$ cat config.mk
export PLATFORM = sky130hd
export DESIGN_NAME = seq_signed_divider
export DESIGN_NICKNAME = d
export VERILOG_FILES = /design/src/rtl/seq_signed_divider.sv
export SDC_FILE = /design/constraint.sdc
export NUM_CORES = 1
export LEC_CHECK = 0
export CAP_MARGIN = 20
export CELL_PAD_IN_SITES_DETAIL_PLACEMENT = 0
export CELL_PAD_IN_SITES_GLOBAL_PLACEMENT = 1
export CORE_ASPECT_RATIO = 0.9
export CORE_MARGIN = 10
export CORE_UTILIZATION = 30
export CTS_CLUSTER_SIZE = 14
export DETAILED_ROUTE_END_ITERATION = 7
export GPL_TIMING_DRIVEN = 0
export PLACE_DENSITY_LB_ADDON = 0.1
export REMOVE_ABC_BUFFERS = 1
export SLEW_MARGIN = 40
export SYNTH_ARGS = -nofsm -noshare
export SYNTH_HDL_FRONTEND = slang
export SYNTH_SLANG_ARGS = --single-unit
$ cat constraint.sdc
create_clock -name clk -period 2.08 [get_ports clk]
set_input_delay 0.416 -clock clk [delete_from_list [all_inputs] [get_ports clk]]
set_output_delay 0.416 -clock clk [all_outputs]
set_load 0.01 [all_outputs]
$ cat src/rtl/seq_signed_divider.sv
// Sequential signed restoring divider: one quotient bit per clock, fixed N+1 clock latency.
// Quotient truncates toward zero; the remainder takes the sign of the dividend.
module seq_signed_divider #(
  parameter int unsigned N = 8
) (
  input  logic         clk,
  input  logic         reset,
  input  logic         i_start,
  input  logic [N-1:0] i_dividend,
  input  logic [N-1:0] i_divisor,
  output logic         o_busy,
  output logic         o_done,
  output logic [N-1:0] o_quotient,
  output logic [N-1:0] o_remainder,
  output logic         o_div_by_zero
);

  localparam int unsigned CW = $clog2(N);
  localparam int unsigned RW = N + 1;

  typedef enum logic [1:0] {
    IDLE = 2'd0,
    CALC = 2'd1,
    FIX  = 2'd2
  } state_t;

  state_t         r_state, w_state;
  logic [CW-1:0]  r_count, w_count;
  logic [RW-1:0]  r_rem, w_rem;
  logic [N-1:0]   r_qd, w_qd;
  logic [N-1:0]   r_dvs, w_dvs;
  logic [N-1:0]   r_raw, w_raw;
  logic           r_sign_q, w_sign_q;
  logic           r_sign_r, w_sign_r;
  logic           r_dz, w_dz;
  logic           r_busy, w_busy;
  logic           r_done, w_done;
  logic [N-1:0]   r_quot, w_quot;
  logic [N-1:0]   r_remo, w_remo;
  logic           r_dbz, w_dbz;

  // One restoring step: shift in the next dividend bit, trial-subtract with borrow out.
  logic [RW-1:0]  w_shift;
  logic [RW-1:0]  w_trial;
  logic           w_borrow;
  logic [N-1:0]   w_dvd_mag;
  logic [N-1:0]   w_dvs_mag;
  logic [N-1:0]   w_rmag;

  assign w_shift               = (r_rem << 1) | RW'(r_qd[N-1]);
  assign {w_borrow, w_trial}   = {1'b0, w_shift} - (RW + 1)'(r_dvs);
  assign w_dvd_mag             = i_dividend[N-1] ? N'(-i_dividend) : i_dividend;
  assign w_dvs_mag             = i_divisor[N-1]  ? N'(-i_divisor)  : i_divisor;
  assign w_rmag                = r_rem[N-1:0];

  always_ff @(posedge clk or posedge reset) begin
    if (reset) begin
      r_state  <= IDLE;
      r_count  <= '0;
      r_rem    <= '0;
      r_qd     <= '0;
      r_dvs    <= '0;
      r_raw    <= '0;
      r_sign_q <= 1'b0;
      r_sign_r <= 1'b0;
      r_dz     <= 1'b0;
      r_busy   <= 1'b0;
      r_done   <= 1'b0;
      r_quot   <= '0;
      r_remo   <= '0;
      r_dbz    <= 1'b0;
    end else begin
      r_state  <= w_state;
      r_count  <= w_count;
      r_rem    <= w_rem;
      r_qd     <= w_qd;
      r_dvs    <= w_dvs;
      r_raw    <= w_raw;
      r_sign_q <= w_sign_q;
      r_sign_r <= w_sign_r;
      r_dz     <= w_dz;
      r_busy   <= w_busy;
      r_done   <= w_done;
      r_quot   <= w_quot;
      r_remo   <= w_remo;
      r_dbz    <= w_dbz;
    end
  end

  always_comb begin
    w_state  = r_state;
    w_count  = r_count;
    w_rem    = r_rem;
    w_qd     = r_qd;
    w_dvs    = r_dvs;
    w_raw    = r_raw;
    w_sign_q = r_sign_q;
    w_sign_r = r_sign_r;
    w_dz     = r_dz;
    w_busy   = r_busy;
    w_done   = 1'b0;
    w_quot   = r_quot;
    w_remo   = r_remo;
    w_dbz    = r_dbz;

    unique case (r_state)
      IDLE: begin
        if (i_start) begin
          w_qd     = w_dvd_mag;
          w_dvs    = w_dvs_mag;
          w_raw    = i_dividend;
          w_sign_q = i_dividend[N-1] ^ i_divisor[N-1];
          w_sign_r = i_dividend[N-1];
          w_dz     = (i_divisor == '0);
          w_rem    = '0;
          w_count  = '0;
          w_busy   = 1'b1;
          w_state  = CALC;
        end
      end
      CALC: begin
        w_rem   = w_borrow ? w_shift : w_trial;
        w_qd    = {r_qd[N-2:0], ~w_borrow};
        w_count = r_count + CW'(1);
        if (r_count == CW'(N - 1)) begin
          w_state = FIX;
        end
      end
      FIX: begin
        // Divide-by-zero overrides the arithmetic result with the defined fallback.
        if (r_dz) begin
          w_quot = '1;
          w_remo = r_raw;
        end else begin
          w_quot = r_sign_q ? N'(-r_qd)   : r_qd;
          w_remo = r_sign_r ? N'(-w_rmag) : w_rmag;
        end
        w_dbz   = r_dz;
        w_done  = 1'b1;
        w_busy  = 1'b0;
        w_state = IDLE;
      end
      default: begin
        w_state = IDLE;
        w_busy  = 1'b0;
      end
    endcase
  end

  assign o_busy        = r_busy;
  assign o_done        = r_done;
  assign o_quotient    = r_quot;
  assign o_remainder   = r_remo;
  assign o_div_by_zero = r_dbz;

endmodule

==> results of run 1 <==
cell type report:
cell class                      instances  share of cell area, %
Inverter                               23                   2.05
Multi-Input combinational cell        265                   42.6
Clock inverter                          5                   1.27
Timing Repair Buffer                   47                   10.6
Tap cell                              152                   4.40
Clock buffer                           11                   5.38
Sequential cell                        58                   33.7
worst max-delay path, delay by kind of cell, from the launching register on:
family,cells,cell delay (ps)
AOI/OAI and AO/OA,3,770
adders and majority gates,1,330
buffers and inverters,1,180
DFF,1,480
and+or+nand+nor,2,140
sequential cells by signal, indices dropped and copies added (netlist names):
name / count
o_remainder: 8
o_quotient: 8
o_done: 1
o_busy: 1
r_rem: 8
o_div_by_zero: 1
r_qd: 8
r_dz: 1
r_dvs: 8
r_raw: 8
r_state: 2
r_sign_q: 1
r_count: 3
synth_stat cells (all sizes together) (3+ instances only):
cell / number
a21oi: 11
a221o: 3
a22oi: 3
a32oi: 4
buf: 7
clkbuf: 11
dfrtp: 58
ha: 14
inv: 22
mux2i: 6
nand2: 70
nand2b: 11
nand3: 7
nor2: 17
nor2b: 4
o211ai: 3
o21ai: 35
o221ai: 3
o22a: 5
o22ai: 3
o31ai: 5
or3: 5
xnor2: 16
xor2: 10
power breakdown:
group	switching, W	leakage [nW]	internal [W]
Sequential	0.000550	0.699	0.00166
Clock	0.000531	0.136	0.000922
Combinational	0.00188	0.989	0.00186
stage by stage:
| stage | hold WS [ps] | util, % | setup slack, ps |
|---|---|---|---|
| 2_1_floorplan | 445 | - | 127 |
| 3_3_place_gp | 457 | 35.1 | -1050 |
| 3_5_place_dp | 463 | 35.4 | -442 |
| 4_1_cts | 455 | 38.8 | 23.7 |
| 5_1_grt | 475 | 39.8 | -6.98 |
| 6_report | 442 | 39.8 | 101 |
metal layers:
metal	global-route usage [%]	vias to the layer above	part of all wire, %
li1	-	1341	-
met1	16.7	1266	50
met2	17.5	42	43
met3	4.31	9	5.3
met4	4.03	0	1.2
met5	0	-	0
timing repair:
item	CTS	global route
setup buffers	3	6
hold endpoints to repair	0	0
pin swaps	2	1
setup endpoints to repair	18	9
resized for setup	12	12
kinds of logic (layout without fill, tap and decap cells):
family,Yosys count,in the layout,share of synthesized area [%]
fa+ha+maj,15,15,5.86
mux,7,7,2.14
compound gates,90,90,18.9
flops,58,58,43.6
simple gates,127,127,17.6
xor+xnor,26,26,6.84
buf+inv,41,86,5.04
worst max path at each step:
stage,endpoint,slack [ps],cells past startpoint
after detailed placement,r_qd[7],-440,6
after floorplan,r_rem[2],130,6
after CTS,r_rem[5],20,8
final,r_rem[6],100,7
after global placement,o_remainder[2],-1050,2
after global routing,r_rem[5],-7,7
==> out/summary.md, run 1 <==
## Run status
• run status: complete, no violations

## Clock tree
• Clk Latency, worst-skew pair: 330 ps
• clock slew seen by the registers of the worst setup and hold paths: 50 ps
• CTS Root Buffer Type: sky130_fd_sc_hd__clkbuf_16
• number of clock sinks: 58
• CTS tree: done
• CTS H-tree lvls: 3
• count of hold buffers inserted by post-cts repair: 0
• Clock Path Buffers: 2
• CTS buffer count: 9

## Worst setup path
• peak per-stage delay on the critical path: 480 ps
• register-to-register setup slack: 100 ps
• worst reg2reg endpoint: r_rem[6]
• FF-to-FF path depth: 7
• Critical Path Start: r_rem[1]
• Critical-path top delay cell: sky130_fd_sc_hd__dfrtp_1
• critical path fanouts, max: 7
• CP Capture Type: flip-flop
• ordered list of cells on the worst path: ha_4 -> nor2_1 -> a2111oi_4 -> buf_4 -> o21ai_2 -> a31o_1 -> nand2_1
• type of the worst setup path: reg2reg
• Critical Path Start Type: flip-flop
• Arr. time, crit path: 2240 ps
• startpoint of the worst-slack reg-to-reg timing path: r_rem[1]
• endpoint required time on the critical path: 2340 ps

## Timing
• fmax: 505 MHz
• period utilisation layout: 95.1%
• Hold Violations, Final: 0
• normalized max-slew margin: 48.0%
• Setup Skew: 3.77 ps
• clock period minus worst slack: 1980 ps
• setup-violating endpoint count in the final report: 0
• max-slew violations: 0
• transition at the pin with the smallest max-transition slack: 780 ps
• total negative slack: 0 ps

## Synth
• Post-synth top flop: sky130_fd_sc_hd__dfrtp_1
• average footprint of a synthesized cell: 9.14 um^2
• cell count after synthesis: 364
• number of warning messages in the yosys log: 0
• Seq cells post-synth: 58
• Distinct cells, synth: 55
• number of enable flip-flop cells after synthesis: 0
• dominant cell type by area after synthesis: sky130_fd_sc_hd__dfrtp_1
• Netlist Area Pre-Place: 3330 um^2
• synth top area cells: sky130_fd_sc_hd__dfrtp_1 44%, sky130_fd_sc_hd__nand2_1 7.9%, sky130_fd_sc_hd__ha_1 5.3%, sky130_fd_sc_hd__xnor2_1 4.2%, sky130_fd_sc_hd__o21ai_0 3.8%
• share of synthesized flip-flops with an asynchronous set or reset: 100%
• Yosys top cell area share: 43.6%
• share of the yosys chip area belonging to registers: 43.6%

## Drt
• per-cell routed wire length: 15.7 um
• vias per cell: 4.74
• post-route DRC violation count: 0
• count of vias placed by the detailed router: 2,658
• total routed wirelength: 8.82 mm
• antenna violation net count after detailed routing: 0
• router iterations before antenna repair: 4
• Iter 0 DRT Violations: 176

## Final layout
• share of layout cells above drive strength 1: 13.2%
• final-stage net count: 438
• sequential cell area in the final layout: 1460 um^2
• most common cell after layout, fill and taps aside: sky130_fd_sc_hd__nand2_1
• Area Overhead vs Synth: 29.9%
• combined area of the multi-input logic cells: 1840 um^2
• final cell area excluding filler cells: 4320 um^2
• top library cells by usage in the layout, fill and taps aside: 70 x sky130_fd_sc_hd__nand2_1, 54 x sky130_fd_sc_hd__dfrtp_1, 37 x sky130_fd_sc_hd__clkdlybuf4s50_1
• diode insertion count for antenna repair: 0
• Final Instance Count excl. Fillers: 561
• Filler Cells Inserted: 1,107

## Global route
• largest net degree at the start of global routing: 31
• combined global-route utilization of all metal layers: 12.2%
• vias in the first global route: 2,734
• residual overflow from global routing: 0
• wire length of the first global-routing pass: 15.0 mm
• antenna violations before repair: 0

## Pwr
• leakage power figure: 1.82 nW
• total power per unit cell area: 1710 nW/um^2
• worst voltage drop across the vdd grid: 0.501 mV
• overall power after layout: 0.00740 W

## Placed design
• Placed Instances: 536
• last weighted congestion value of the routability-driven placer: 0.771
• instance area at placement: 3840 um^2
• number of input and output port buffers inserted: 37
• HPWL after detailed placement: 6.32 mm

## Floorplan
• number of placement rows: 36
• DIE AREA: 15,700 um^2
• die height: 120 um
• Ports: 38
• Die Width: 131 um
• Core Area: 10,900 um^2
• effective utilization at floorplan: 30.7%

## Job
• maxcap violations: 0

## Worst hold path
• class of the most critical hold timing path: in2async

No activity file was read; power rests on OpenSTA's default activity.
==> run 2, diff against run 1 <==
- PLACE_DENSITY: default -> 0.62
- PLACE_DENSITY_LB_ADDON: 0.1 -> default
==> run 2 against run 1 <==
  * Final area decreased by 1.0%
  * Power decreased by 2.2%
  * Non-clock buffer count is 3 lower
  * Sequential cell count unchanged
  * Sequential share of layout area is 0.26 points higher
  * Combinational power fell by 2%
  * Critical endpoint is now r_rem[4]
  * Largest cell class unchanged
==> out/summary.md, run 2 (synthesis gave the netlist of run 1 again) <==
## Final layout
• final cell utilization of the core: 39.4%
• final-stage net count: 436
• diode insertion count for antenna repair: 0
• top library cells by usage in the layout, fill and taps aside: 70 x sky130_fd_sc_hd__nand2_1, 57 x sky130_fd_sc_hd__dfrtp_1, 37 x sky130_fd_sc_hd__clkdlybuf4s50_1
• final cell area excluding filler cells: 4280 um^2
• most common cell after layout, fill and taps aside: sky130_fd_sc_hd__nand2_1
• Area Overhead vs Synth: 28.6%
• share of layout cells above drive strength 1: 12.5%

## Floorplan
• die height: 120 um
• number of placement rows: 36
• effective utilization at floorplan: 30.7%
• Core Area: 10,900 um^2
• DIE AREA: 15,700 um^2
• Ports: 38
• Die Width: 131 um

## Timing
• max-slew violations: 0
• transition at the pin with the smallest max-transition slack: 783 ps
• worst setup margin: 149 ps
• setup-violating endpoint count in the final report: 0
• total negative slack: 0 ps
• fmax: 518 MHz
• normalized max-slew margin: 47.8%
• clock period minus worst slack: 1930 ps
• period utilisation layout: 92.8%
• Hold Violations, Final: 0
• unrepaired setup endpoints after global routing: no
• Setup Skew: 6.95 ps

## Clock tree
• CTS buffer count: 9
• clock slew seen by the registers of the worst setup and hold paths: 50 ps
• CTS H-tree lvls: 3
• Clk Latency, worst-skew pair: 330 ps
• CTS Root Buffer Type: sky130_fd_sc_hd__clkbuf_16
• number of clock sinks: 58
• Clock Path Buffers: 2
• CTS tree: done

## Worst setup path
• type of the worst setup path: reg2reg
• Critical Path Start Type: flip-flop
• critical path fanouts, max: 6
• endpoint required time on the critical path: 2270 ps
• FF-to-FF path depth: 6
• CP Capture Type: flip-flop
• Arr. time, crit path: 2120 ps

## Placed design
• pre-CTS setup slack: -424 ps
• number of input and output port buffers inserted: 37
• HPWL after detailed placement: 6.05 mm
• instance area at placement: 3840 um^2
• last weighted congestion value of the routability-driven placer: 0.810

## Pwr
• worst voltage drop across the vdd grid: 0.511 mV
• total power per unit cell area: 1690 nW/um^2
• leakage power figure: 1.82 nW

## Drt
• router iterations before antenna repair: 4
• antenna violation net count after detailed routing: 0
• vias per cell: 4.80
• total routed wirelength: 8.55 mm
• Iter 0 DRT Violations: 168
• post-route DRC violation count: 0
• count of vias placed by the detailed router: 2,683
• per-cell routed wire length: 15.3 um

## Job
• maxcap violations: 0

## Global route
• largest net degree at the start of global routing: 32
• antenna violations before repair: 0
• wire length of the first global-routing pass: 14.3 mm
• combined global-route utilization of all metal layers: 11.4%
• vias in the first global route: 2,765
• residual overflow from global routing: 0

## Worst hold path
• class of the most critical hold timing path: in2async

## Run status
• run status: complete, no violations

==> run 2: changes by cell type in the layout (fill, tap and decap cells not counted), sizes merged <==
cell,previous run,this run
buf,10,7
bufinv,1,0
clkbuf,11,12
nor2,17,18
==> run 2: cell type report <==
type	instances	area [um^2]
Tap cell	152	190
Clock inverter	4	25.0
Sequential cell	58	1450
Fill cell	1121	6580
Multi-Input combinational cell	266	1820
Clock buffer	12	267
Inverter	23	88.8
Timing Repair Buffer	44	435
==> run 2: where the power goes <==
group          internal (W)  leakage, nW  switching [W]  total, W
clock network      0.000898        0.141       0.000516   0.00141
registers           0.00166        0.703       0.000516   0.00218
logic               0.00177        0.973        0.00188   0.00365
total               0.00433         1.82        0.00291   0.00724
==> run 2: routing by layer <==
metal	share of wire [%]	GRT usage, %	vias to the layer above	wire, um
met4	2.4	4.31	0	207
li1	-	-	1344	-
met3	5.9	3.52	15	502
met2	45	17.6	53	3810
met1	47	14.7	1271	4030
met5	0	0	-	0
==> run 2: stage by stage <==
stage	hold WS, ps	instances	power, W
final	433	559	0.00724
after global routing	476	559	0.00791
after CTS	443	554	0.00710
after detailed placement	464	536	0.00551
after global placement	453	535	0.00543
after floorplan	445	346	0.00442
==> run 2: critical path, cell delays in order (launching register included) <==
cell,delay [ps]
sky130_fd_sc_hd__dfrtp_1,480
sky130_fd_sc_hd__ha_2,370
sky130_fd_sc_hd__a21oi_2,230
sky130_fd_sc_hd__o221ai_2,200
sky130_fd_sc_hd__nor2_4,220
sky130_fd_sc_hd__mux2i_1,230
sky130_fd_sc_hd__o21ai_1,70
==> run 2: worst paths after layout <==
check | startpoint | to | slack, ps
max | r_rem[3] | r_rem[4] | 150
min | reset | o_quotient[4] | 430
max reg2reg | r_rem[3] | r_rem[4] | 150
min reg2reg | o_quotient[7] | o_quotient[7] | 470
max in group asynchronous | reset | r_qd[7] | 1150
min in group clk | o_quotient[7] | o_quotient[7] | 470
==> run 2: timing repair <==
item | in CTS | in global routing
buffers inserted | 1 | 5
gates resized for setup | 8 | 12
endpoints found under the setup margin | 17 | 10
pin swaps | 2 | 1
gates cloned | 1 | 0
hold buffers | 0 | 0
==> run 3, diff against run 2 <==
- MAX_ROUTING_LAYER: default -> met4
==> run 3 against run 2 <==
  * Clock skew decreased by 1.6 ps
  * Critical path depth increased by 1
  * Combinational power about the same
  * Largest cell class unchanged
  * Routed wire length increased by 0.11%
  * Worst hold slack improved by 4.1 ps
  * Fmax increased by 0.29%
  * Non-clock buffer count unchanged
  * Clock power about the same
  * Global-route usage increased by 0.31 points
  * Largest power group unchanged
  * First-iteration DRC count increased by 4.2%
==> out/summary.md, run 3 (synthesis gave the netlist of run 1 again) <==
## Placed design
• pre-CTS setup slack: -424 ps
• instance area at placement: 3840 um^2
• HPWL after detailed placement: 6.05 mm
• last weighted congestion value of the routability-driven placer: 0.822
• number of input and output port buffers inserted: 37

## Final layout
• top library cells by usage in the layout, fill and taps aside: 70 x sky130_fd_sc_hd__nand2_1, 57 x sky130_fd_sc_hd__dfrtp_1, 37 x sky130_fd_sc_hd__clkdlybuf4s50_1
• final-stage net count: 436
• final cell area excluding filler cells: 4280 um^2
• Area Overhead vs Synth: 28.6%
• diode insertion count for antenna repair: 0
• share of layout cells above drive strength 1: 12.5%
• most common cell after layout, fill and taps aside: sky130_fd_sc_hd__nand2_1

## Worst setup path
• FF-to-FF path depth: 7
• CP Capture Type: flip-flop
• CP dominant cell by count: sky130_fd_sc_hd__buf_4
• worst reg2reg endpoint: r_rem[1]
• number of buffer and inverter stages on the critical path: 2
• endpoint required time on the critical path: 2300 ps
• ordered list of cells on the worst path: ha_2 -> nand4_2 -> a2111oi_4 -> buf_4 -> nor2_4 -> buf_4 -> o311ai_2
• peak per-stage delay on the critical path: 470 ps
• crit-path leading delay family: flip-flops
• critical path fanouts, max: 7
• startpoint of the worst-slack reg-to-reg timing path: r_rem[2]
• Critical Path Start Type: flip-flop
• type of the worst setup path: reg2reg
• register-to-register setup slack: 150 ps
• Critical-path top delay cell: sky130_fd_sc_hd__dfrtp_1
• Critical Path Start: r_rem[2]
• Worst Setup EP: r_rem[1]
• number of cells on the critical path: 7
• Arr. time, crit path: 2150 ps

## Global route
• combined global-route utilization of all metal layers: 11.8%
• antenna violations before repair: 0
• largest net degree at the start of global routing: 32
• wire length of the first global-routing pass: 14.3 mm
• vias in the first global route: 2,768
• residual overflow from global routing: 0

## Clock tree
• CTS tree: done
• clock slew seen by the registers of the worst setup and hold paths: 50 ps
• count of hold buffers inserted by post-cts repair: 0
• Clock Path Buffers: 2
• CTS buffer count: 9
• Clk Latency, worst-skew pair: 320 ps
• CTS H-tree lvls: 3
• CTS Root Buffer Type: sky130_fd_sc_hd__clkbuf_16
• number of clock sinks: 58

## Timing
• Setup Skew: 5.40 ps
• clock period minus worst slack: 1930 ps
• normalized max-slew margin: 46.2%
• setup-violating endpoint count in the final report: 0
• max-slew violations: 0
• Hold Violations, Final: 0
• worst setup margin: 155 ps
• period utilisation layout: 92.6%
• fmax: 519 MHz
• total negative slack: 0 ps
• Hold Slack: 437 ps
• unrepaired setup endpoints after global routing: no
• transition at the pin with the smallest max-transition slack: 806 ps

## Job
• maxcap violations: 0

## Drt
• count of vias placed by the detailed router: 2,672
• post-route DRC violation count: 0
• vias per cell: 4.78
• per-cell routed wire length: 15.3 um
• antenna violation net count after detailed routing: 0
• total routed wirelength: 8.56 mm
• router iterations before antenna repair: 4
• Iter 0 DRT Violations: 175

## Floorplan
• die height: 120 um
• Die Width: 131 um
• Ports: 38
• DIE AREA: 15,700 um^2
• Core Area: 10,900 um^2
• number of placement rows: 36
• effective utilization at floorplan: 30.7%

## Worst hold path
• class of the most critical hold timing path: in2async

## Pwr
• leakage power figure: 1.82 nW
• worst voltage drop across the vdd grid: 0.511 mV
• total power per unit cell area: 1690 nW/um^2

## Run status
• run status: complete, no violations

run 3: cell counts in the layout (fill, tap and decap cells not counted):
Identical to the previous run, type by type.
run 3: worst reg2reg max path, delay by kind of cell, from the launching register on:
family	cells	cell delay (ps)
compound gates	2	390
fa+ha+maj	1	430
buf+inv	2	340
flops	1	470
simple gates	2	200
run 3: routing by layer:
metal	wire length (um)	vias up	track usage, %
met5	0	-	-
met2	3870	52	17.7
li1	-	1345	-
met1	4110	1267	14.6
met3	439	8	3.43
met4	143	0	4.31
run 3: how the worst min path moves through the flow:
stage	slack, ps	to	startpoint
3_5_place_dp	460	r_raw[5]	r_raw[5]
3_3_place_gp	450	o_quotient[7]	o_quotient[7]
2_1_floorplan	450	r_raw[4]	r_raw[4]
5_1_grt	480	o_quotient[4]	reset
4_1_cts	440	o_quotient[4]	reset
6_report	440	o_quotient[4]	reset
run 3: power by group:
part	internal, W	leakage, nW	switching, W
combinational	0.00177	0.973	0.00188
clock	0.000898	0.141	0.000511
sequential	0.00166	0.703	0.000517
total	0.00433	1.82	0.00291
run 3: per-stage QoR:
stage                     utilization, %  std cells  power [W]
after floorplan                        -        346    0.00442
after global placement              35.1        535    0.00543
after detailed placement            35.4        536    0.00551
after CTS                           38.5        554    0.00710
after global routing                39.4        559    0.00791
final                               39.4        559    0.00724
run 3: cell type report:
type,instances,area (um^2)
Clock buffer,12,267
Sequential cell,58,1450
Multi-Input combinational cell,266,1820
Tap cell,152,190
Inverter,23,88.8
Clock inverter,4,25.0
Fill cell,1121,6580
Timing Repair Buffer,44,435
run 3: repair_timing:
action,in CTS,in global routing
setup endpoints to repair,17,10
pin swaps,2,1
resized for setup,8,12
cloned,1,0
setup buffers,1,5
==> RTL change: new RTL, config.mk and constraints of run 2 <==
Take the reset off `r_qd` and load it in a clocked block of its own.
--- a/src/rtl/seq_signed_divider.sv
+++ b/src/rtl/seq_signed_divider.sv
@@ -58,7 +58,6 @@
       r_state  <= IDLE;
       r_count  <= '0;
       r_rem    <= '0;
-      r_qd     <= '0;
       r_dvs    <= '0;
       r_raw    <= '0;
       r_sign_q <= 1'b0;
@@ -73,7 +72,6 @@
       r_state  <= w_state;
       r_count  <= w_count;
       r_rem    <= w_rem;
-      r_qd     <= w_qd;
       r_dvs    <= w_dvs;
       r_raw    <= w_raw;
       r_sign_q <= w_sign_q;
@@ -85,6 +83,10 @@
       r_remo   <= w_remo;
       r_dbz    <= w_dbz;
     end
+  end
+
+  always_ff @(posedge clk) begin
+    r_qd <= w_qd;
   end
 
   always_comb begin
Behaviour: no difference found for any inputs over 10 cycles, from zero or initial values and one cycle with reset high; that may be too few to reach the edited logic, so the function may still have changed.
==> RTL change against run 2 <==
Final area grew 0.38%. First-iteration DRC count shrank 21%. Total power grew 0.83%. Non-clock buffer count shrank 2. Via count shrank 3.4%. Area after synthesis grew 0.53%. Worst setup slack lost 0.049 ns. Core utilization grew 0.15 points. Routed wire length shrank 6.0%. Global-route usage shrank 1.1 points. Die area grew 0.44%. Sequential cell count is the same. Critical path type unchanged. Largest power group unchanged. Highest routed layer unchanged.
==> RTL change: results (changes against run 2) <==
stage	metric	value	unit	change
run_status	status	finished clean		
worst_setup_path	critical path arrival	2.22	ns	+0.10 ns
power_and_ir_drop	VDD IR-drop max	515	uV	+0.83%
clocking	setup bufs post-CTS	0		-1
grt	vias in the first global route	2643		-4.4%
logic_synthesis	complex-gate fraction of the synthesized area	0.156		-0.0328
timing	Final Skew	0.00633	ns	-0.000621 ns
routing	WL final	8040	um	-6.0%
logic_synthesis	Synth Area in Adders	0.0583		-0.000307
logic_synthesis	commonest cells in the netlist	nand2_1, dfrtp_1, o21ai_0		
routing	DR vias/cell	4.61		-3.9%
grt	first-pass GRT wire length	13300	um	-6.7%
power_and_ir_drop	Sw Pwr	2.87	mW	-1.3%
power_and_ir_drop	switching share of power	0.394		-0.00855
placed_design	DP Wirelength	5770	um	-4.6%
power_and_ir_drop	leakage power	1.85	nW	+2.0%
logic_synthesis	Unique masters post-synth	48		-13%
worst_setup_path	beginning of the worst register-to-register path	r_qd[7]		
placed_design	DP Area	3840	um^2	unchanged
worst_setup_path	R2R cell count	8		+2
power_and_ir_drop	Clock power frac	0.200		+0.005
placed_design	Port Buffers	37		unchanged
grt	M3 GR Usage	0.0352		about the same
logic_synthesis	EDFF count, synth	8		+8
placed_design	GP Congestion	0.765		-5.6%
grt	largest net degree at the start of global routing	31		-3.1%
worst_setup_path	Crit-path slowest cell	edfxtp_1		
clocking	Clock transition at path regs	0.05	ns	about the same
grt	met2 usage	0.159		-0.0167
logic_synthesis	Seq/Total Area, Yosys	0.446		+0.00968
final_layout	n_diodes	0		unchanged
routing	DRT met1 WL	4030	um	about the same
grt	met1 usage in global routing	0.133		-0.0139
routing	initial DRC count	132		-21%
final_layout	share of cells above drive strength 1	0.127		+0.00152
routing	met3 routed WL	369	um	-26%
worst_setup_path	reg2reg end	r_rem[6]		
clocking	PostCTS Resize Cnt	11		+3
grt	total track usage	0.103		-0.0113
timing	worst slew pin tran	0.581	ns	-0.202 ns
logic_synthesis	async set-reset flop share out of synthesis	0.862		-0.138
final_layout	Nets	439		+0.69%
clocking	clock root cell	clkbuf_16		
logic_synthesis	multiplexer share of the synthesized area	0.0363		+0.0148
worst_setup_path	worst stage delay on the critical path	0.43	ns	-0.05 ns
logic_synthesis	xor-xnor portion of the synthesized cell area	0.0654		-0.00298
timing	final hold slack	0.407	ns	-0.0260 ns
routing	met2 wire length	3510	um	-7.9%
## RTL change: stage by stage
| step | cells | setup WS, ns |
|---|---|---|
| detailed placement | 541 | -0.347 |
| CTS | 558 | 0.00461 |
| global placement | 540 | -0.865 |
| floorplan | 351 | 0.0262 |
| finish | 562 | 0.0999 |
| global route | 562 | -0.0200 |
## RTL change: worst max path at each step
stage                     from       end  slack, ns
floorplan             r_rem[5]  r_rem[1]       0.03
global placement    r_state[1]   r_qd[6]      -0.87
detailed placement    r_rem[5]  r_rem[5]      -0.35
CTS                   r_rem[2]  r_rem[5]      0.005
global route           r_qd[7]  r_rem[6]      -0.02
finish                 r_qd[7]  r_rem[6]        0.1
## RTL change: layout make-up
cell class | instances | area (um^2)
Inverter | 23 | 88.8
Clock buffer | 11 | 243
Tap cell | 152 | 190
Fill cell | 1081 | 6560
Timing Repair Buffer | 42 | 423
Sequential cell | 58 | 1500
Multi-Input combinational cell | 271 | 1800
Clock inverter | 5 | 53.8
